--- config.mk ---
export PLATFORM = sky130hd
export DESIGN_NAME = layer_code
export DESIGN_NICKNAME = d
export VERILOG_FILES = /design/src/rtl/layer_pkg.sv /design/src/rtl/layer_code_bit.sv /design/src/rtl/layer_code.sv
export SDC_FILE = /design/constraint.sdc
export NUM_CORES = 1
export LEC_CHECK = 0
export CORE_MARGIN = 3
export CORE_UTILIZATION = 45
export CTS_BUF_LIST = sky130_fd_sc_hd__clkbuf_4
export DETAILED_ROUTE_END_ITERATION = 8
export GPL_TIMING_DRIVEN = 0
export PLACE_DENSITY = 0.81
export REMOVE_ABC_BUFFERS = 1
export SETUP_SLACK_MARGIN = 0.4
export SKIP_LAST_GASP = 1
export SLEW_MARGIN = 20
export SYNTH_ARGS = -nofsm -noshare
export SYNTH_HDL_FRONTEND = slang
export SYNTH_HIERARCHICAL = 1
export SYNTH_SLANG_ARGS = --single-unit
--- constraint.sdc ---
create_clock -name clk_in -period 4.46 [get_ports clk_in]
set_input_delay 0.892 -clock clk_in [delete_from_list [all_inputs] [get_ports clk_in]]
set_output_delay 0.892 -clock clk_in [all_outputs]
set_load 0.02 [all_outputs]
--- src/rtl/layer_pkg.sv ---
// Shared types and defaults for the LED serial line encoder.
package layer_pkg;

    localparam int unsigned PIX_W_DEF   = 24;
    localparam logic [15:0] RST_CYC_DEF = 16'd5000;

    typedef enum logic [1:0] {
        IDLE  = 2'd0,
        SEND  = 2'd1,
        LATCH = 2'd2
    } state_e;

endpackage

--- src/rtl/layer_code_bit.sv ---
// Per-bit timer: latches the high/period counts on start, then walks one bit period.
module layer_code_bit (
    input  logic       clk_in,
    input  logic       rst_in,
    input  logic       start_in,
    input  logic [7:0] high_cnt_in,
    input  logic [7:0] period_cnt_in,
    output logic       level_out,
    output logic       end_out
);

    logic [7:0] high_q;
    logic [7:0] period_q;
    logic [7:0] cnt_q;

    // Counts are held for the whole bit so mid-bit input changes are ignored.
    always_ff @(posedge clk_in) begin
        if (rst_in) begin
            high_q   <= '0;
            period_q <= '0;
            cnt_q    <= '0;
        end else if (start_in) begin
            high_q   <= high_cnt_in;
            period_q <= period_cnt_in;
            cnt_q    <= '0;
        end else if (cnt_q != period_q) begin
            cnt_q <= cnt_q + 8'd1;
        end
    end

    always_comb begin
        level_out = (cnt_q <= high_q);
        end_out   = (cnt_q == period_q);
    end

endmodule

--- src/rtl/layer_code.sv ---
// LED serial line encoder: streams pixels MSB first as timed pulses, then a frame latch.
module layer_code
    import layer_pkg::*;
#(
    parameter logic [15:0] RST_CYC = RST_CYC_DEF,
    parameter int unsigned PIX_W   = PIX_W_DEF
) (
    input  logic             clk_in,
    input  logic             rst_in,
    input  logic [7:0]       t0h_cnt_in,
    input  logic [7:0]       t0s_cnt_in,
    input  logic [7:0]       t1h_cnt_in,
    input  logic [7:0]       t1s_cnt_in,
    input  logic             pix_vld_in,
    input  logic [PIX_W-1:0] pix_data_in,
    input  logic             pix_last_in,
    output logic             pix_rdy_out,
    output logic             bit_code_out,
    output logic             busy_out,
    output logic             done_out
);

    localparam int unsigned IDX_W = $clog2(PIX_W);
    localparam logic [IDX_W-1:0] IDX_MAX = IDX_W'(PIX_W - 1);

    state_e           state_q, state_d;
    logic [PIX_W-2:0] shift_q, shift_d;
    logic [IDX_W-1:0] idx_q, idx_d;
    logic             last_q, last_d;
    logic [15:0]      latch_q, latch_d;
    logic             done_q, done_d;

    logic       bit_level;
    logic       bit_end;
    logic       bit_start;
    logic       next_bit;
    logic       pix_end;
    logic       xfer;
    logic [7:0] sel_high;
    logic [7:0] sel_period;

    always_comb begin
        pix_end     = (state_q == SEND) && bit_end && (idx_q == '0);
        // Ready in the final cycle of a non-last pixel lets the next one follow with no gap.
        pix_rdy_out = !rst_in && ((state_q == IDLE) || (pix_end && !last_q));
        xfer        = pix_vld_in && pix_rdy_out;
        bit_start   = xfer || ((state_q == SEND) && bit_end && (idx_q != '0));
        next_bit    = xfer ? pix_data_in[PIX_W-1] : shift_q[PIX_W-2];
        sel_high    = next_bit ? t1h_cnt_in : t0h_cnt_in;
        sel_period  = next_bit ? t1s_cnt_in : t0s_cnt_in;
    end

    layer_code_bit u_bit (
        .clk_in        (clk_in),
        .rst_in        (rst_in),
        .start_in      (bit_start),
        .high_cnt_in   (sel_high),
        .period_cnt_in (sel_period),
        .level_out     (bit_level),
        .end_out       (bit_end)
    );

    always_comb begin
        state_d = state_q;
        shift_d = shift_q;
        idx_d   = idx_q;
        last_d  = last_q;
        latch_d = latch_q;
        done_d  = 1'b0;
        case (state_q)
            IDLE: begin
                if (xfer) begin
                    state_d = SEND;
                    shift_d = pix_data_in[PIX_W-2:0];
                    last_d  = pix_last_in;
                    idx_d   = IDX_MAX;
                end
            end
            SEND: begin
                if (bit_end) begin
                    if (idx_q != '0) begin
                        idx_d   = idx_q - IDX_W'(1);
                        shift_d = shift_q << 1;
                    end else if (last_q) begin
                        state_d = LATCH;
                        latch_d = '0;
                    end else if (xfer) begin
                        shift_d = pix_data_in[PIX_W-2:0];
                        last_d  = pix_last_in;
                        idx_d   = IDX_MAX;
                    end else begin
                        state_d = IDLE;
                    end
                end
            end
            LATCH: begin
                if (latch_q == RST_CYC - 16'd1) begin
                    state_d = IDLE;
                    done_d  = 1'b1;
                end else begin
                    latch_d = latch_q + 16'd1;
                end
            end
            default: state_d = IDLE;
        endcase
    end

    always_ff @(posedge clk_in) begin
        if (rst_in) begin
            state_q <= IDLE;
            shift_q <= '0;
            idx_q   <= '0;
            last_q  <= 1'b0;
            latch_q <= '0;
            done_q  <= 1'b0;
        end else begin
            state_q <= state_d;
            shift_q <= shift_d;
            idx_q   <= idx_d;
            last_q  <= last_d;
            latch_q <= latch_d;
            done_q  <= done_d;
        end
    end

    always_comb begin
        bit_code_out = (state_q == SEND) && bit_level;
        busy_out     = (state_q != IDLE);
        done_out     = done_q;
    end

endmodule

==> results_dict.tcl <==
set metrics [dict create \
    cellPowerDensity_mw_per_mm2 443 \
    max_freq_mhz 267 \
    cts_tree "yes" \
    worstPathMaxFanout 10 \
    antenna_cells 0 \
    worst_pin_slew_ns 0.925 \
    final_max_slew_viol_count 0 \
    ant_nets 0 \
    htree_levels 3 \
    viasPerCell 5.45 \
    cp.required_ns 3.57 \
    ys_warn_count 6 \
    yosys_most_used_dff "dfxtp_1" \
    worst_path_largest_cell_delay_ns 0.61 \
    numClockSinks 72 \
    io_buffers 63 \
    ioPinCount 64 \
    synth_edf_count 0 \
    fin_cells 590 \
    die_h_um 96.7 \
    post_cts_resized 0 \
    whs_ns 0.480 \
    syn_area_mm2 0.00370 \
    crit_type "reg -> out" \
    drc 0 \
    syn_inst 429 \
    clk_pin_slew_ns 0.12 \
    clk_latency_ns 0.42 \
    hold_buffers 0 \
    vias 3218 \
    grt_max_degree 44 \
    relSlewSlack_pct 38.2 \
    grt_overflow 0 \
    cp_top_family "simple AND/OR/NAND/NOR gates" \
    setup_viol 0 \
    dr.pass1.iters 5 \
    dp_hpwl_mm 5.57 \
    grt_use_total_pct 17.6 \
    min_period_ns 3.75 \
    critPathArrivalTime_ns 2.86 \
    worst-path-buf-inv 1 \
    dieArea_mm2 0.00935 \
    synth_seq_cells 72 \
    first_iter_violations 213 \
    yosysUniqueCellTypes 50 \
    syn2layout_area_growth_pct 23.0 \
    wl_mm 8.05 \
    wl_per_cell_um 13.6 \
    p_total_uw 2020 \
    antenna_found_initial 0 \
    leakage_uw 0.00186 \
    place_congestion 0.780 \
    grt_pass1_wl_mm 13.9 \
    final_net_count 555 \
    drive_above_1_share_pct 9.02 \
    r2r_slack_ns 1.01 \
    fp-row-count 32 \
    finalHoldViolCount 0 \
    fin_crit_sh_pct 84.0 \
    postSynthAreaPerCell_um2 8.63 \
    synth-async-reset-ratio_pct 0 \
    start_util_pct 47.2 \
    cts_buffer_depth 2 \
    cp_cell_sequence "xor2_1 > nor4_2 > and2_1 > a31o_4 > clkdlybuf4s50_1" \
    finalSetupTns_ns 0 \
    dpl.cell_count 574 \
    die_w_um 96.7 \
    critPathSlowestCell "clkdlybuf4s50_1" \
    rsz0062_at_grt "false" \
    first_global_vias 3198 \
    cts_setup_buffers 0 \
    status "finished clean" \
    drv_cap 0 \
    startpoint_type "flip-flop" \
    core_mm2 0.00785 \
    root_buffer "clkbuf_4" \
    synth-seq-area-share_pct 38.9 \
    hold_class "reg -> reg" \
    fin_skew_ns 0.0202 \
    cts_buffers 9 \
    crit_path_end_kind "output port" \
    vdd_drop_max_v 0.000223 \
]
## cells in the mapped netlist, types with 2 or more instances
cell      instances  area share (%)
inv_1            14             1.4
ha_1             12             4.1
o21ai_0           7            0.95
xor2_1           16             3.8
dfxtp_1          72              39
nor4_1           23             3.9
nor3_1           15             2.0
nand4_1          11             1.9
xnor2_1           8             1.9
and3_1            8             1.4
mux2_2            6             1.8
nor4_2            2            0.68
mux2i_1          18             4.9
a21oi_1          14             1.9
nand2b_1          4            0.68
nand2_1          13             1.3
buf_2             4            0.54
and2_1            3            0.51
clkbuf_1         14             1.4
nand3_1          15             2.0
mux2_4           10             4.1
nor2_1          102              10
a211oi_1          3            0.61
a21o_1            2            0.41
buf_6             4             1.2
nor2b_1           5            0.85
## state kept, by name (all words and copies together) (netlist names)
signal          cells
shift_q            23
latch_q            16
u_bit/cnt_q         8
u_bit/high_q        8
u_bit/period_q      8
idx_q               5
state_q             2
done_out            1
last_q              1
## where the power goes
group	total (µW)	switching, µW	leakage [µW]	internal, µW
logic	702	371	0.00118	331
clock network	479	242	0.0000914	238
registers	834	82.5	0.000588	751
total	2020	695	0.00186	1320
## cell usage in the layout (no fill, tap or decap), types with 4 or more instances in the layout
cell | synthesis | final
nor2_1 | 102 | 102
dfxtp_1 | 72 | 72
clkdlybuf4s50_1 | 0 | 62
nor4_1 | 23 | 23
mux2i_1 | 18 | 18
xor2_1 | 16 | 16
nor3_1 | 15 | 15
nand3_1 | 15 | 15
inv_1 | 14 | 14
a21oi_1 | 14 | 14
nand2_1 | 13 | 13
ha_1 | 12 | 12
nand4_1 | 11 | 11
mux2_4 | 10 | 10
clkbuf_4 | 0 | 10
and3_1 | 8 | 8
xnor2_1 | 8 | 8
o21ai_0 | 7 | 7
mux2_2 | 6 | 6
nor2b_1 | 5 | 5
nand2b_1 | 4 | 4
## path summary, 6_finish.rpt
path / start / to / depth (start not counted)
hold reg to reg: latch_q[1] / latch_q[1] / 2
setup reg to reg: u_bit/cnt_q[4] / u_bit/high_q[0] / 9
setup / recovery: u_bit/cnt_q[4] / pix_rdy_out / 5
hold / removal: latch_q[1] / latch_q[1] / 2
## worst min-delay path, cell delays in order, from the launching register on
cell	delay, ns
dfxtp_1	0.34
nand2_1	0.06
a21oi_1	0.05
## per-layer routing
layer,part of all wire [%],GRT usage (%)
met5,0,0
met1,44,21.7
met3,4.7,3.89
met4,0.60,5.72
met2,51,30.3
## through the flow
stage                     setup slack (ns)  instance area [µm²]  utilization, %
after floorplan                       1.37                 3580               -
after global placement              -0.816                 4340            55.3
after detailed placement              1.02                 4390            55.9
after CTS                            0.697                 4550            58.0
after global routing                 0.489                 4550            58.0
final                                0.713                 4550            58.0
## cell type report
class	count	area, µm²
Fill cell	715	3300
Multi-Input combinational cell	321	2090
Sequential cell	72	1440
Timing Repair Buffer	65	673
Tap cell	102	128
Clock inverter	6	91.3
Clock buffer	10	75.1
Inverter	14	52.6
## cell families after synthesis
group | after synthesis | synth area share (%)
adders and majority gates | 12 | 4.06
xor gates and xnor gates | 24 | 5.68
and+or+nand+nor | 211 | 28.3
DFF | 72 | 38.9
AOI/OAI and AO/OA | 39 | 7.10
muxes | 35 | 11.4
buffers and inverters | 36 | 4.60
Power figures use the tool's default switching activity.
==> edit 1 (same flow settings) <==
Set the package constant `PIX_W_DEF` to 16 (it was 24).
--- a/src/rtl/layer_pkg.sv
+++ b/src/rtl/layer_pkg.sv
@@ -2,5 +2,5 @@
 package layer_pkg;
 
-    localparam int unsigned PIX_W_DEF   = 24;
+    localparam int unsigned PIX_W_DEF   = 16;
     localparam logic [15:0] RST_CYC_DEF = 16'd5000;
 
Interface: changed (resized pix_data_in); port bits go from 64 to 56. The function was not compared with the original's and may differ.
==> edit 1 against the unedited design <==
Count of clock-buffer cells in the layout up 1. Sequential cell count down 9. Combinational power up 9.7%. Critical path depth up 3. First-iteration DRC count down 4.7%. Fmax down 1.6%. Via count down 8.5%. Wire length down 8.9%. Synthesized area down 6.9%. Power down 5.9%. Setup slack worse by 0.060 ns. Design area down 8.3%. Clock skew about the same. Critical endpoint unchanged.
==> edit 1: results (changes against the unedited design) <==
| Metric | Value |
|---|---|
| Run status | complete, no violations (unchanged) |
| Detailed Route Iter0 Violations | 203 (was 213) |
| Layout cells sized above 1 | 0.108 (was 0.0902) |
| Regs by FF count | latch_q x16, shift_q x15 (was shift_q x23, latch_q x16) |
| Met1 Usage GRT | 0.227 (was 0.217) |
| Post-synth cell types | 57 (was 50) |
| Reg clk slew, reported paths | 0.11 ns |
| Worst Path Max Fanout | 10 (unchanged) |
| Largest net degree at the start of global routing | 36 (was 44) |
| Htree depth | 3 (unchanged) |
| Ant. Diodes | 0 (unchanged) |
| Clk Latency, worst-skew pair | 0.41 ns |
| Rel. slew slack | 0.293 (was 0.382) |
| Final nets | 495 (was 555) |
| Longest Clk Path Bufs | 2 (unchanged) |
| Seq/Total Area, Yosys | 0.366 (was 0.389) |
| Clk root buf | clkbuf_4 (unchanged) |
| Total CTS buffers | 9 (unchanged) |
| DR pass1 iterations | 4 (was 5) |
| Post-synth top cells | dfxtp_1 (63), nor2_1 (56), nor3_1 (29), nand2_1 (18), mux2i_1 (17) (was nor2_1 (102), dfxtp_1 (72), nor4_1 (23), mux2i_1 (18), xor2_1 (16)) |
| WL per Instance | 13.7 µm (was 13.6 µm) |
| First-pass GRT wire length | 12.2 mm (was 13.9 mm) |
| HPWL Detailed | 5.04 mm (was 5.57 mm) |
| Hold Crit Class | reg2reg (unchanged) |
| Post-CTS setup buffer count | 0 (unchanged) |
| Non-Filler Instances | 535 (was 590) |
| Top cells by area, synth | dfxtp_1 (37%), nor2_1 (6.1%), mux2i_1 (4.9%) (was dfxtp_1 (39%), nor2_1 (10%), mux2i_1 (4.9%)) |
| Leakage | 1.63 nW (was 1.86 nW) |
| Vias in the first global route | 2738 (was 3198) |
| Met2 GRT Util | 0.264 (was 0.303) |
| Yosys warns | 6 (unchanged) |
| Total track usage | 0.172 (was 0.176) |
| GRT met3 Usage | 0.0306 (was 0.0389) |
| Placed cells | 519 (was 574) |
| Placer congestion estimate | 0.878 (was 0.780) |
| Clock skew | 0.0204 ns (was 0.0202 ns) |
| Max-slew violations | 0 (unchanged) |
| Syn Inst Count | 386 (was 429) |
| Post-DR vias/cell | 5.51 (was 5.45) |
| Worst slack at placement | 0.452 ns (was 1.02 ns) |
| Initial antenna violation count | 0 (unchanged) |
| FFs w/ async S/R, synth | 0 (unchanged) |
| Critical path arrival | 2.92 ns (was 2.86 ns) |
| PortBufs | 55 (was 63) |
| Fill cell count | 643 (was 715) |
| Worst vdd ir | 232 µV (was 223 µV) |
[edit 1: timing repair]
item                                    CTS  global route
gates cloned                              0             0
endpoints found under the setup margin    1            17
hold buffers                              0             0
gates resized for setup                   1             3
[edit 1: area by class of cell]
type,instances,share of cell area
clock buffers,11,0.0198
clock inverters,5,0.0117
inverters,14,0.0126
multi-input cells,287,0.489
flip-flops and latches,63,0.302
well taps,99,0.0297
repair buffers,56,0.135
[edit 1: final timing paths]
path	startpoint	endpoint	slack, ns	cells after the start
worst max-delay path	u_bit/cnt_q[1]$_SDFFE_PP0N_	pix_rdy_out	0.65	8
worst min-delay path	shift_q[0]$_SDFFE_PP0P_	shift_q[0]$_SDFFE_PP0P_	0.48	2
worst max register to register	u_bit/cnt_q[1]$_SDFFE_PP0N_	u_bit/high_q[2]$_SDFFE_PP0P_	0.68	9
worst min register to register	shift_q[0]$_SDFFE_PP0P_	shift_q[0]$_SDFFE_PP0P_	0.48	2
[edit 1: through the flow]
step                      instance area [µm²]  power, W  utilization
final                                    4170   0.00190        0.569
after global routing                     4170   0.00203        0.569
after CTS                                4150   0.00188        0.566
after detailed placement                 4020   0.00149        0.548
after global placement                   4000   0.00147        0.546
after floorplan                          3330   0.00129            -
[edit 1: where the power goes]
part	total (W)	internal, W	switching [W]
Combinational	0.000770	0.000368	0.000402
Clock	0.000382	0.000179	0.000203
Sequential	0.000743	0.000664	0.0000792
Total	0.00190	0.00121	0.000684
[edit 1: layer usage]
layer	vias to the layer above	wire (µm)	part of all wire
met1	1375	3510	0.48
met4	0	138	0.019
met3	15	311	0.042
met2	69	3370	0.46
met5	-	0	0
li1	1487	-	-
[edit 1: logic make-up (layout without fill, tap and decap cells)]
| logic type | count (synthesis) | in the layout | share of synthesized area |
|---|---|---|---|
| adders and majority gates | 12 | 12 | 0.0436 |
| DFF | 63 | 63 | 0.366 |
| buffers and inverters | 36 | 86 | 0.0501 |
| and+or+nand+nor | 174 | 174 | 0.281 |
| muxes | 34 | 34 | 0.119 |
| AOI/OAI and AO/OA | 45 | 45 | 0.0849 |
| xor gates and xnor gates | 22 | 22 | 0.0559 |
[edit 1: worst max-delay path, stage by stage (launching register included)]
cell,delay (ns)
dfxtp_1,0.45
xor2_1,0.16
nor4_4,0.45
and2_4,0.28
nand4bb_1,0.20
nor2_1,0.13
nor2_1,0.05
nor3_1,0.16
clkdlybuf4s50_1,0.64
==> edit 2 (same settings) <==
Made on the original files. `shift_q` no longer has a reset.
--- a/src/rtl/layer_code.sv
+++ b/src/rtl/layer_code.sv
@@ -109,5 +109,4 @@
         if (rst_in) begin
             state_q <= IDLE;
-            shift_q <= '0;
             idx_q   <= '0;
             last_q  <= 1'b0;
@@ -116,5 +115,4 @@
         end else begin
             state_q <= state_d;
-            shift_q <= shift_d;
             idx_q   <= idx_d;
             last_q  <= last_d;
@@ -122,4 +120,8 @@
             done_q  <= done_d;
         end
+    end
+
+    always_ff @(posedge clk_in) begin
+        shift_q <= shift_d;
     end
 
Function: same outputs for any inputs over 10 cycles, from zero or initial values and one cycle with rst_in high; that may be too few to reach the edited logic, so the function may still have changed.
==> edit 2 against the unedited design <==
Non-clock buffer count up 5. Hold slack better by 0.036 ns. Critical path depth up 1. Design area up 21%. Critical endpoint unchanged. Highest routed layer unchanged. Register-to-register slack worse by 0.02 ns. Utilization down 2.8 points. Setup slack better by 0.10 ns. Sequential cell count unchanged. Die area up 25%. Via count up 24%. Synthesized area up 27%. Wire length up 35%. Power up 47%.
==> edit 2: results (changes against the unedited design) <==
| Metric | Value |
|---|---|
| Run status | complete, no violations (unchanged) |
| GRT met3 Usage | 0.0412 (was 0.0389) |
| Placer congestion estimate | 0.833 (was 0.780) |
| Bufs w/o clock | 70 (was 65) |
| Clock skew | 0.0223 ns (was 0.0202 ns) |
| PD cells | 538 nW/µm² (was 443 nW/µm²) |
| Layout area overhead | 17.4% (was 23.0%) |
| CORE AREA | 9950 µm² (was 7850 µm²) |
| Multi-input gate count | 352 (was 321) |
| Fill cell count | 880 (was 715) |
| Final nets | 592 (was 555) |
| Top cells by area, synth | dfxtp_1 (21%), edfxtp_1 (15%), mux2i_1 (7.5%) (was dfxtp_1 (39%), nor2_1 (10%), mux2i_1 (4.9%)) |
| Seq area share | 0.304 (was 0.317) |
| Fraction of area in multi-input gates | 0.503 (was 0.459) |
| Total number of vias | 3995 (was 3218) |
| Met2 WL post-DR | 5.54 mm (was 4.08 mm) |
| Clk pwr | 0.000389 W (was 0.000479 W) |
| ClkCell Share | 0.0234 (was 0.0366) |
| EDFF count, synth | 23 (was 0) |
| RR Endpoint | u_bit/period_q[2]$_SDFFE_PP0P_ (was u_bit/high_q[0]$_SDFFE_PP0P_) |
| Logic inverters | 15 (was 14) |
| Post-synth top cells | dfxtp_1 (49), mux2i_1 (35), nor2_1 (29), nand3_1 (25) (was nor2_1 (102), dfxtp_1 (72), nor4_1 (23), mux2i_1 (18), xor2_1 (16)) |
| Critical path arrival | 2.75 ns (was 2.86 ns) |
| HPWL Detailed | 7.12 mm (was 5.57 mm) |
| Clk Latency, worst-skew pair | 0.45 ns (was 0.42 ns) |
| Detailed Route Iter0 Violations | 313 (was 213) |
| Leakage | 2.02 nW (was 1.86 nW) |
| Layout cells sized above 1 | 0.187 (was 0.0902) |
| Hold Crit Class | reg2reg (unchanged) |
| Seq cells | 72 (unchanged) |
| M1 WL | 4.69 mm (was 3.54 mm) |
| Met1 Usage GRT | 0.239 (was 0.217) |
| Post-synth cell types | 66 (was 50) |
| First-pass GRT wire length | 17.6 mm (was 13.9 mm) |
| Synth Area in XOR/XNOR | 0.0374 (was 0.0568) |
| Vias in the first global route | 3698 (was 3198) |
| Met2 GRT Util | 0.306 (was 0.303) |
| Worst path max stage delay | 0.55 ns (was 0.61 ns) |
| Rel. slew slack | 0.279 (was 0.382) |
| CP max-delay cell | or4b_4 (was clkdlybuf4s50_1) |
| Synth Area in Compound Gates | 0.215 (was 0.0710) |
| Worst R2R Setup Slack | 0.99 ns (was 1.01 ns) |
| Placed cells | 636 (was 574) |
| Sw power | 0.00118 W (was 0.000695 W) |
| Placed cell areas | 5290 µm² (was 4390 µm²) |
| WL per Instance | 16.6 µm (was 13.6 µm) |
| Combinational Power Share | 0.491 (was 0.348) |
| Seq/Total Area, Yosys | 0.357 (was 0.389) |
| Post-layout min period | 3.64 ns (was 3.75 ns) |
| Worst slack at placement | -0.123 ns (was 1.02 ns) |
| Buffering overhead | 0.129 (was 0.148) |
| Worst Path Max Fanout | 11 (was 10) |
## edit 2: cell types whose count changed after synthesis, moves of 16 or more
cell      delta
a221o_2     +16
nor2_1      -73
nor4_1      -20
dfxtp_1     -23
edfxtp_1    +23
a31o_2      +23
a32o_1      +22
mux2i_1     +17
## edit 2: how the worst min path moves through the flow
stage,from,slack [ns],endpoint
global route,latch_q[6]$_SDFFE_PP0P_,0.54,latch_q[6]$_SDFFE_PP0P_
finish,latch_q[6]$_SDFFE_PP0P_,0.52,latch_q[6]$_SDFFE_PP0P_
detailed placement,u_bit/high_q[3]$_SDFFE_PP0P_,0.49,u_bit/high_q[3]$_SDFFE_PP0P_
global placement,latch_q[6]$_SDFFE_PP0P_,0.47,latch_q[6]$_SDFFE_PP0P_
CTS,u_bit/high_q[3]$_SDFFE_PP0P_,0.52,u_bit/high_q[3]$_SDFFE_PP0P_
floorplan,latch_q[6]$_SDFFE_PP0P_,0.45,latch_q[6]$_SDFFE_PP0P_
